$ cat config.mk
export PLATFORM = sky130hd
export DESIGN_NAME = rs_key_eqn_solver
export DESIGN_NICKNAME = d
export VERILOG_FILES = /design/src/rtl/rs_key_eqn_solver.sv
export SDC_FILE = /design/constraint.sdc
export NUM_CORES = 2
export LEC_CHECK = 0
export ABC_CLOCK_PERIOD_IN_PS = 8000
export CAP_MARGIN = 20
export CORE_ASPECT_RATIO = 0.9
export CORE_MARGIN = 2
export CORE_UTILIZATION = 29
export CTS_BUF_LIST = sky130_fd_sc_hd__clkbuf_8
export DETAILED_ROUTE_END_ITERATION = 10
export HOLD_SLACK_MARGIN = 0.1
export SYNTH_ARGS = -nofsm -noshare
export SYNTH_HDL_FRONTEND = slang
export SYNTH_SLANG_ARGS = --single-unit
$ cat constraint.sdc
create_clock -name i_clk -period 8 [get_ports i_clk]
set_input_delay 0.8 -clock i_clk [delete_from_list [all_inputs] [get_ports i_clk]]
set_output_delay 0.8 -clock i_clk [all_outputs]
set_load 0.02 [all_outputs]
$ cat src/rtl/rs_key_eqn_solver.sv
// rtl/rs_key_eqn_solver.sv - Inversionless Euclidean key-equation solver for Reed-Solomon over GF(256)
module rs_key_eqn_solver #(
    parameter int         NSYND   = 4,
    parameter logic [8:0] GF_POLY = 9'h11D
) (
    input  logic                        i_clk,
    input  logic                        i_res,
    input  logic                        i_start,
    input  logic [8*NSYND-1:0]          i_synd,
    output logic                        o_busy,
    output logic                        o_done,
    output logic [8*(NSYND/2+1)-1:0]    o_lambda,
    output logic [8*(NSYND/2)-1:0]      o_omega,
    output logic [$clog2(NSYND/2+1):0]  o_nerr,
    output logic                        o_fail
);
    localparam int T  = NSYND / 2;
    localparam int DW = $clog2(NSYND + 2);
    localparam int NW = $clog2(T + 1) + 1;
    localparam logic [DW-1:0] T_D   = DW'(T);
    localparam logic [DW-1:0] ONE_D = DW'(1);

    typedef enum logic [1:0] { S_IDLE, S_ITER, S_FIN } state_t;
    typedef logic [NSYND:0][7:0] poly_t;
    typedef logic [T:0][7:0]     lam_t;
    typedef logic [T-1:0][7:0]   om_t;

    function automatic logic [7:0] gf_mul(input logic [7:0] x, input logic [7:0] y);
        logic [7:0] p;
        logic [7:0] aa;
        p  = 8'h00;
        aa = x;
        for (int i = 0; i < 8; i++) begin
            if (y[i]) p = p ^ aa;
            aa = aa[7] ? ({aa[6:0], 1'b0} ^ GF_POLY[7:0]) : {aa[6:0], 1'b0};
        end
        return p;
    endfunction

    function automatic poly_t poly_scale(input poly_t p, input logic [7:0] c);
        poly_t res;
        for (int i = 0; i <= NSYND; i++) res[i] = gf_mul(p[i], c);
        return res;
    endfunction

    function automatic lam_t lam_scale(input lam_t p, input logic [7:0] c);
        lam_t res;
        for (int i = 0; i <= T; i++) res[i] = gf_mul(p[i], c);
        return res;
    endfunction

    state_t          state_q, state_d;
    poly_t           r_q, r_d, q_q, q_d;
    lam_t            lr_q, lr_d, lq_q, lq_d;
    logic [DW-1:0]   degr_q, degr_d, degq_q, degq_d;
    logic            ovf_q, ovf_d;
    logic            busy_q, busy_d;
    logic            done_q, done_d;
    lam_t            lambda_q, lambda_d;
    om_t             omega_q, omega_d;
    logic [NW-1:0]   nerr_q, nerr_d;
    logic            fail_q, fail_d;

    logic            swap;
    poly_t           sr, sq, sq_sh, r_new;
    lam_t            slr, slq, slq_sh, lr_new;
    logic [DW-1:0]   sdr, sdq, shift_d;
    logic [7:0]      coef_a, coef_b;
    logic            lam_ovf;

    lam_t            fin_lam;
    om_t             fin_om;
    logic [NW-1:0]   fin_nerr, fin_degom;
    logic            fin_omnz, fin_fail;

    // Iteration datapath: order the pair so R has the higher degree, then cross-multiply
    always_comb begin
        swap    = (degr_q < degq_q);
        sr      = swap ? q_q : r_q;
        sq      = swap ? r_q : q_q;
        slr     = swap ? lq_q : lr_q;
        slq     = swap ? lr_q : lq_q;
        sdr     = swap ? degq_q : degr_q;
        sdq     = swap ? degr_q : degq_q;
        coef_a  = sr[sdr];
        coef_b  = sq[sdq];
        shift_d = sdr - sdq;
        sq_sh   = sq << {shift_d, 3'b000};
        slq_sh  = slq << {shift_d, 3'b000};
        r_new   = poly_scale(sr, coef_b) ^ poly_scale(sq_sh, coef_a);
        lr_new  = lam_scale(slr, coef_b) ^ lam_scale(slq_sh, coef_a);
        lam_ovf = 1'b0;
        for (int j = 0; j <= T; j++) begin
            if (slq[j] != 8'h00 && (j + int'(shift_d)) > T) lam_ovf = 1'b1;
        end
    end

    // Result selection: the pair whose degree dropped below T holds Omega and Lambda
    always_comb begin
        fin_lam   = (degr_q < T_D) ? lr_q : lq_q;
        fin_om    = (degr_q < T_D) ? r_q[T-1:0] : q_q[T-1:0];
        fin_nerr  = '0;
        for (int k = 0; k <= T; k++) begin
            if (fin_lam[k] != 8'h00) fin_nerr = NW'(k);
        end
        fin_omnz  = 1'b0;
        fin_degom = '0;
        for (int k = 0; k < T; k++) begin
            if (fin_om[k] != 8'h00) begin
                fin_omnz  = 1'b1;
                fin_degom = NW'(k);
            end
        end
        fin_fail = (fin_lam[0] == 8'h00) || (fin_omnz && (fin_degom >= fin_nerr)) || ovf_q;
    end

    // Next-state logic: load on start, one Euclid step per ITER cycle, publish in FIN
    always_comb begin
        state_d  = state_q;
        r_d      = r_q;
        q_d      = q_q;
        lr_d     = lr_q;
        lq_d     = lq_q;
        degr_d   = degr_q;
        degq_d   = degq_q;
        ovf_d    = ovf_q;
        lambda_d = lambda_q;
        omega_d  = omega_q;
        nerr_d   = nerr_q;
        fail_d   = fail_q;
        done_d   = 1'b0;
        case (state_q)
            S_IDLE: begin
                if (i_start) begin
                    state_d   = S_ITER;
                    r_d       = '0;
                    r_d[NSYND] = 8'h01;
                    q_d       = '0;
                    for (int k = 0; k < NSYND; k++) q_d[k] = i_synd[8*k +: 8];
                    lr_d      = '0;
                    lq_d      = '0;
                    lq_d[0]   = 8'h01;
                    degr_d    = DW'(NSYND);
                    degq_d    = DW'(NSYND - 1);
                    ovf_d     = 1'b0;
                end
            end
            S_ITER: begin
                if (degr_q < T_D || degq_q < T_D) begin
                    state_d = S_FIN;
                end else begin
                    r_d    = sr;
                    q_d    = sq;
                    lr_d   = slr;
                    lq_d   = slq;
                    degr_d = sdr;
                    degq_d = sdq;
                    if (coef_a == 8'h00) begin
                        degr_d = sdr - ONE_D;
                    end else if (coef_b == 8'h00) begin
                        degq_d = sdq - ONE_D;
                    end else begin
                        r_d    = r_new;
                        lr_d   = lr_new;
                        degr_d = sdr - ONE_D;
                        ovf_d  = ovf_q | lam_ovf;
                    end
                end
            end
            S_FIN: begin
                state_d  = S_IDLE;
                done_d   = 1'b1;
                lambda_d = fin_lam;
                omega_d  = fin_om;
                nerr_d   = fin_nerr;
                fail_d   = fin_fail;
            end
            default: state_d = S_IDLE;
        endcase
        busy_d = (state_d != S_IDLE);
    end

    // State and output registers; reset aborts any run and clears all results
    always_ff @(posedge i_clk or posedge i_res) begin
        if (i_res) begin
            state_q  <= S_IDLE;
            r_q      <= '0;
            q_q      <= '0;
            lr_q     <= '0;
            lq_q     <= '0;
            degr_q   <= '0;
            degq_q   <= '0;
            ovf_q    <= 1'b0;
            busy_q   <= 1'b0;
            done_q   <= 1'b0;
            lambda_q <= '0;
            omega_q  <= '0;
            nerr_q   <= '0;
            fail_q   <= 1'b0;
        end else begin
            state_q  <= state_d;
            r_q      <= r_d;
            q_q      <= q_d;
            lr_q     <= lr_d;
            lq_q     <= lq_d;
            degr_q   <= degr_d;
            degq_q   <= degq_d;
            ovf_q    <= ovf_d;
            busy_q   <= busy_d;
            done_q   <= done_d;
            lambda_q <= lambda_d;
            omega_q  <= omega_d;
            nerr_q   <= nerr_d;
            fail_q   <= fail_d;
        end
    end

    assign o_busy   = busy_q;
    assign o_done   = done_q;
    assign o_lambda = lambda_q;
    assign o_omega  = omega_q;
    assign o_nerr   = nerr_q;
    assign o_fail   = fail_q;

endmodule

# Word-level counts from Yosys, hierarchy flattened
# Cells that the tools add are included.
op_classes:
  add_sub_neg: 5
  order_cmp: 9
  eq_ne: 6
  shift: 2
  mux: 295
  bitwise: 227
  n_reduce_logical: 22
op_table:
  columns: ["operator", "count"]
  rows:
  - ["$mux W8", 130]
  - ["$xor A8 B8 Y8", 112]
  - ["$mux W5", 112]
  - ["$not A4 Y4", 112]
  - ["$mux W40", 8]
  - ["$mux W24", 9]
  - ["$pmux W40 S2", 2]
  - ["$pmux W24 S2", 2]
  - ["$reduce_bool A8 Y1", 7]
  - ["$bmux W8 S3", 2]
  - ["$shl A40 B6 Y40", 1]
  - ["$xor A40 B40 Y40", 1]
  - ["$mux W3", 11]
  - ["$logic_not A8 Y1", 3]
  - ["$shl A24 B6 Y24", 1]
  - ["$xor A24 B24 Y24", 1]
  - ["$mux W16", 1]
  - ["$mux W1", 12]
  - ["$pmux W3 S2", 2]
  - ["$gt A4 B2 Y1 const B", 2]
  - ["$lt A3 B4 Y1 const B", 2]
  - ["$ne A2 B2 Y1 const B", 4]
  - ["$lt A3 B2 Y1 const B", 2]
  - ["$sub A3 B1 Y3 const B", 2]
  - ["18 further kinds", 25]
totals:
  reg_bits: 183
  out_inout_bits: 46
  elab_cells: 595

# Longest topological paths before layout
logic_depth:
  ltp_word: 25
  ltp_mapped: 33

# Worst setup path before layout
# Ideal clock, no wire load.
synth_path:
  path_type: "flip-flop to flip-flop"
  from: "register degr_q[0]"
  to: "register lr_q[19] (netlist name)"
  setup_ps: 144
  t_arrival_ps: 6077
  setup_slack_ps: 1779
  path_stages_with_launch: 30
  n_path_buf: 11
  path_cell_list: "dfrtp_1 buf_2 inv_1 ha_1 nand2b_1 clkbuf_2 a21oi_4 buf_6 buf_8 buf_8 buf_6 buf_4 buf_2 clkbuf_1 a21oi_1 nand2b_1 ha_1 buf_4 clkinv_1 nand2_1 a2bb2oi_1 nor4b_1 nor3b_1 buf_2 xor2_1 nor2_1 xnor2_1 xnor2_1 xnor2_1 o221ai_1"
synth_via:
  elab_chain_len: 25
  elab_cells_between_ends: 82
  classes_between: "add/sub: 1; order compare: 2; eq/ne: 1; shift: 1; mux: 44; bitwise: 29; reduce/logical: 4"
synth_lines:
  columns: ["element", "line", "text"]
  rows:
  - ["start, declared", "55", "logic [DW-1:0] degr_q, degr_d, degq_q, degq_d;"]
  - ["start signal, assigned", "206", "degr_q <= degr_d;"]
  - ["$lt A3 B3 Y1", "78", "swap = (degr_q < degq_q);"]
  - ["$mux W3, on equally long branches", "83, 84", null]
  - ["$sub A3 B3 Y3", "87", "shift_d = sdr - sdq;"]
  - ["$shl A24 B6 Y24", "89", "slq_sh = slq << {shift_d, 3'b000};"]
  - ["$not A4 Y4 (no source line)", null, null]
  - ["$mux W5", "35", "aa = aa[7] ? ({aa[6:0], 1'b0} ^ GF_POLY[7:0]) : {aa[6:0], 1'b0};"]
  - ["$xor A8 B8 Y8 or $not A4 Y4 (tied branches)", null, null]
  - ["$mux W8 or $mux W5 (tied branches)", "34, 35", null]
  - ["[... 9 more ...]", null, null]
  - ["$mux W8", "34", "if (y[i]) p = p ^ aa;"]
  - ["$xor A8 B8 Y8", "34", null]
  - ["$mux W8", "34", null]
  - ["$xor A24 B24 Y24", "91", "lr_new = lam_scale(slr, coef_b) ^ lam_scale(slq_sh, coef_a);"]
  - ["$mux W24", "160", "end else if (coef_b == 8'h00) begin"]
  - ["$mux W24", "158", "if (coef_a == 8'h00) begin"]
  - ["$mux W24", "149", "if (degr_q < T_D || degq_q < T_D) begin"]
  - ["$pmux W24 S2", "132", "case (state_q)"]
  - ["end signal, assigned", "204", "lr_q <= lr_d;"]
  - ["end, declared", "54", "lam_t lr_q, lr_d, lq_q, lq_d;"]
# Parallel ways exist; a longest one is shown, timed or not. The select of a mux whose other input is x is not followed.
# A chain may end at the register's enable or synchronous reset.

# Worst setup path after layout
layout_path:
  from: "register degq_q[1]"
  to: "register r_q[27] (netlist name)"
layout_via:
  elab_chain_len: 25
  elab_cells_between_ends: 80
  classes_between: "add/sub: 1; order compare: 2; eq/ne: 1; shift: 1; mux: 42; bitwise: 29; reduce/logical: 4"
layout_lines:
  columns: ["element", "line", "text"]
  rows:
  - ["start, declared", "55", null]
  - ["start signal, assigned", "207", "degq_q <= degq_d;"]
  - ["$lt A3 B3 Y1", "78", null]
  - ["$mux W3, on equally long branches", "83, 84", null]
  - ["$sub A3 B3 Y3", "87", null]
  - ["$shl A40 B6 Y40", "88", "sq_sh = sq << {shift_d, 3'b000};"]
  - ["$not A4 Y4 (no source line)", null, null]
  - ["$mux W5", "35", null]
  - ["$xor A8 B8 Y8 or $not A4 Y4 (tied branches)", null, null]
  - ["$mux W8 or $mux W5 (tied branches)", "34, 35", null]
  - ["[... 9 more ...]", null, null]
  - ["$mux W8", "34", null]
  - ["$xor A8 B8 Y8", "34", null]
  - ["$mux W8", "34", null]
  - ["$xor A40 B40 Y40", "90", "r_new = poly_scale(sr, coef_b) ^ poly_scale(sq_sh, coef_a);"]
  - ["$mux W40", "160", null]
  - ["$mux W40", "158", null]
  - ["$mux W40", "149", null]
  - ["$pmux W40 S2", "132", null]
  - ["end signal, assigned", "202", "r_q <= r_d;"]
  - ["end, declared", "53", "poly_t r_q, r_d, q_q, q_d;"]
# Parallel ways exist; a longest one is shown, timed or not. The select of a mux whose other input is x is not followed.

==> impl_metrics.py <==
metrics = {
    "clock_network": {
        "cts_buffers": 17,
        "cts_tree": "built",
        "cts.clk_slew.worst_paths_ns": 0.13,
        "ctsHoldBuffers": 0,
        "root_buffer": "clkbuf_8",
        "clkLatencyLatePin_ns": 0.58,
        "clock-sinks": 182,
        "clockBufferDepth": 2,
        "htreeDepth": 4,
        "ctsResizeCount": 0,
        "post_cts_buffers": 0,
    },
    "yosys": {
        "yosys_warnings": 0,
        "async_flop_share_pct": 100,
        "syn_inst": 4533,
        "synth_cell_type_count": 106,
        "syn_nets": 4578,
        "synth-edff-count": 0,
        "syn_avg_cell_area_um2": 7.42,
        "yosys_most_used_dff": "dfrtp_1",
        "synth-seq-cells": 182,
        "synth_area_um2": 33600,
        "ys_seq_area_share_pct": 13.5,
    },
    "worst_setup_path": {
        "critPathArrivalTime_ns": 6.99,
        "worst-r2r-cell-count": 17,
        "crit_top_cell": "xnor2_1",
        "required_ns": 8.46,
        "slowest_delay_ns": 0.92,
        "worstSetupStartpointType": "flop",
        "cp_slowest_cell": "mux2_2",
        "setup.worst_path.end_class": "flop",
        "crit_fanout": 59,
        "crit_type": "reg -> reg",
        "critical_path.cell_chain": "buf_4, inv_1, ha_1, nand2b_1, a21oi_4, buf_4, buf_4, mux2i_1, mux2_2, nand2_1, o22ai_1, xor2_1, xnor2_1, xnor2_1, xnor2_1, xnor2_1, o221ai_2",
    },
    "global_routing": {
        "grt_pass1_vias": 31700,
        "grt_pass1_wl_mm": 216,
        "antenna_found_initial": 6,
        "grt.total_usage_pct": 24.1,
        "grt_max_degree": 87,
        "globalRouteOverflowTotal": 0,
    },
    "timing": {
        "slew_headroom_pct": 13.9,
        "skew_ns": 0.0375,
        "finalHoldViolations": 0,
        "finalCritPeriodShare_pct": 81.6,
        "slew_viol_final": 0,
        "setup-violations-final": 0,
        "tns_ns": 0,
        "fmax_ghz": 0.153,
        "post-route-min-period_ns": 6.53,
        "rsz0062_at_grt": "false",
        "worst_slew_pin_slew_ns": 1.29,
    },
    "floorplan": {
        "die_area_um2": 119000,
        "num_rows": 118,
        "ios": 81,
        "die_w_um": 363,
        "start_util_pct": 29.2,
        "coreArea_um2": 115000,
        "die_h_um": 327,
    },
    "drt": {
        "routed_wl_mm": 147,
        "vias": 33600,
        "ant_nets": 0,
        "drc_errors": 0,
        "viasPerCell": 5.69,
        "dr.first_iter.drc_count": 4705,
        "wl_per_cell_um": 24.8,
        "first_pass_iters": 5,
    },
    "layout": {
        "nFillCells": 12200,
        "multi_input_comb_area_um2": 27200,
        "layout_commonest_cell": "xnor2_1",
        "final_cell_mix": "xnor2_1 (865), nor2_1 (738), nand2_1 (550), xor2_1 (338), o21ai_0 (225)",
        "register_area_um2": 4550,
        "drive_gt1_share_pct": 9.93,
        "final_nets": 4441,
        "areaGrowthSynthToFinish_pct": 8.38,
    },
    "place": {
        "hpwl_mm": 104,
        "port_buffers": 79,
        "gp_congestion": 1.05,
    },
    "flow_run": {
        "cap_violations": 0,
    },
    "min_path": {
        "hold_depth": 2,
        "hold_class": "reg -> reg",
    },
    "run_status": {
        "status": "completed",
    },
}
## cells by family after synthesis
logic type | count (synthesis) | synth area share [%]
buf+inv | 432 | 6.24
compound gates | 742 | 13.9
simple gates | 1603 | 19.9
fa+ha+maj | 10 | 0.372
other cells | 1 | 0.0111
flops | 182 | 13.5
mux | 318 | 12.2
xor+xnor | 1245 | 33.9
## state kept, by name, summed over array words and instances, names as in the netlist, 2 cells and up
| name | flops |
|---|---|
| degr_q | 3 |
| degq_q | 3 |
| state_q | 2 |
| q_q | 40 |
| o_lambda | 24 |
| r_q | 40 |
| o_nerr | 2 |
| lq_q | 24 |
| lr_q | 24 |
| o_omega | 16 |
## area by class of cell
class	instances	area share, %
inverter	17	0.196
clock buffer	18	0.680
timing repair buffer	259	6.27
sequential	182	12.5
multi-input combinational	3919	74.7
clock inverter	14	0.467
tap	1500	5.15
antenna	2	0.0137
## critical path: cells and delay by family, from the launching register on
kind                     cells  cell delay, ns
multiplexers                 2            1.17
AO/OA/AOI/OAI                3            0.79
XOR/XNOR                     5            1.01
AND/OR/NAND/NOR              2            0.93
adder cells (fa/ha/maj)      1            0.37
flip-flops                   1            0.34
buffers and inverters        4            1.74
## final timing paths
path,slack (ns),startpoint,to
setup / recovery,1.47,degq_q[1],r_q[27]
hold / removal,0.49,o_nerr[1],o_nerr[1]
setup reg to reg,1.47,degq_q[1],r_q[27]
hold reg to reg,0.49,o_nerr[1],o_nerr[1]
max in group asynchronous,5.98,i_res,q_q[25]
min in group asynchronous,0.69,i_res,lr_q[20]
## synth_stat cells, drive strengths merged, types with 17 or more instances
| library cell | number | share of area (%) |
|---|---|---|
| xnor2 | 872 | 23 |
| nor2 | 756 | 8.6 |
| nand2 | 556 | 6.2 |
| xor2 | 347 | 9.3 |
| o21ai | 254 | 3.9 |
| mux2i | 233 | 7.3 |
| buf | 225 | 3.9 |
| a21oi | 205 | 3.2 |
| clkbuf | 190 | 2.1 |
| dfrtp | 182 | 14 |
| nand3 | 86 | 1.3 |
| nor3 | 70 | 1.1 |
| o22ai | 70 | 1.3 |
| mux4 | 59 | 4.0 |
| a211oi | 42 | 0.99 |
| a31oi | 29 | 0.60 |
| mux2 | 26 | 0.87 |
| or3 | 26 | 0.48 |
| xnor3 | 26 | 1.7 |
| nor4 | 19 | 0.35 |
| o221ai | 19 | 0.53 |
| o211ai | 17 | 0.41 |
## stage by stage
| stage | hold slack (ns) | cell area [um^2] | util, % | cells | setup slack, ns |
|---|---|---|---|---|---|
| floorplan | 0.458 | 33600 | - | 4533 | 1.78 |
| global route | 0.520 | 36500 | 31.7 | 5910 | 1.29 |
| finish | 0.488 | 36500 | 31.7 | 5911 | 1.47 |
| CTS | 0.493 | 36400 | 31.7 | 5908 | 1.71 |
| detailed placement | 0.470 | 36000 | 31.3 | 5876 | 1.71 |
| global placement | 0.464 | 36000 | 31.3 | 5875 | 1.80 |
## per-layer routing
layer,up-vias,GRT usage [%],wire length [um]
li1,14800,-,-
met1,16100,33.0,60100
met2,2202,34.7,60300
met3,478,5.72,17500
met4,2,12.6,8740
met5,-,0.240,13
Power is not shown: default switching activity piles up to over one toggle a cycle in this logic, so the estimate is an artifact.
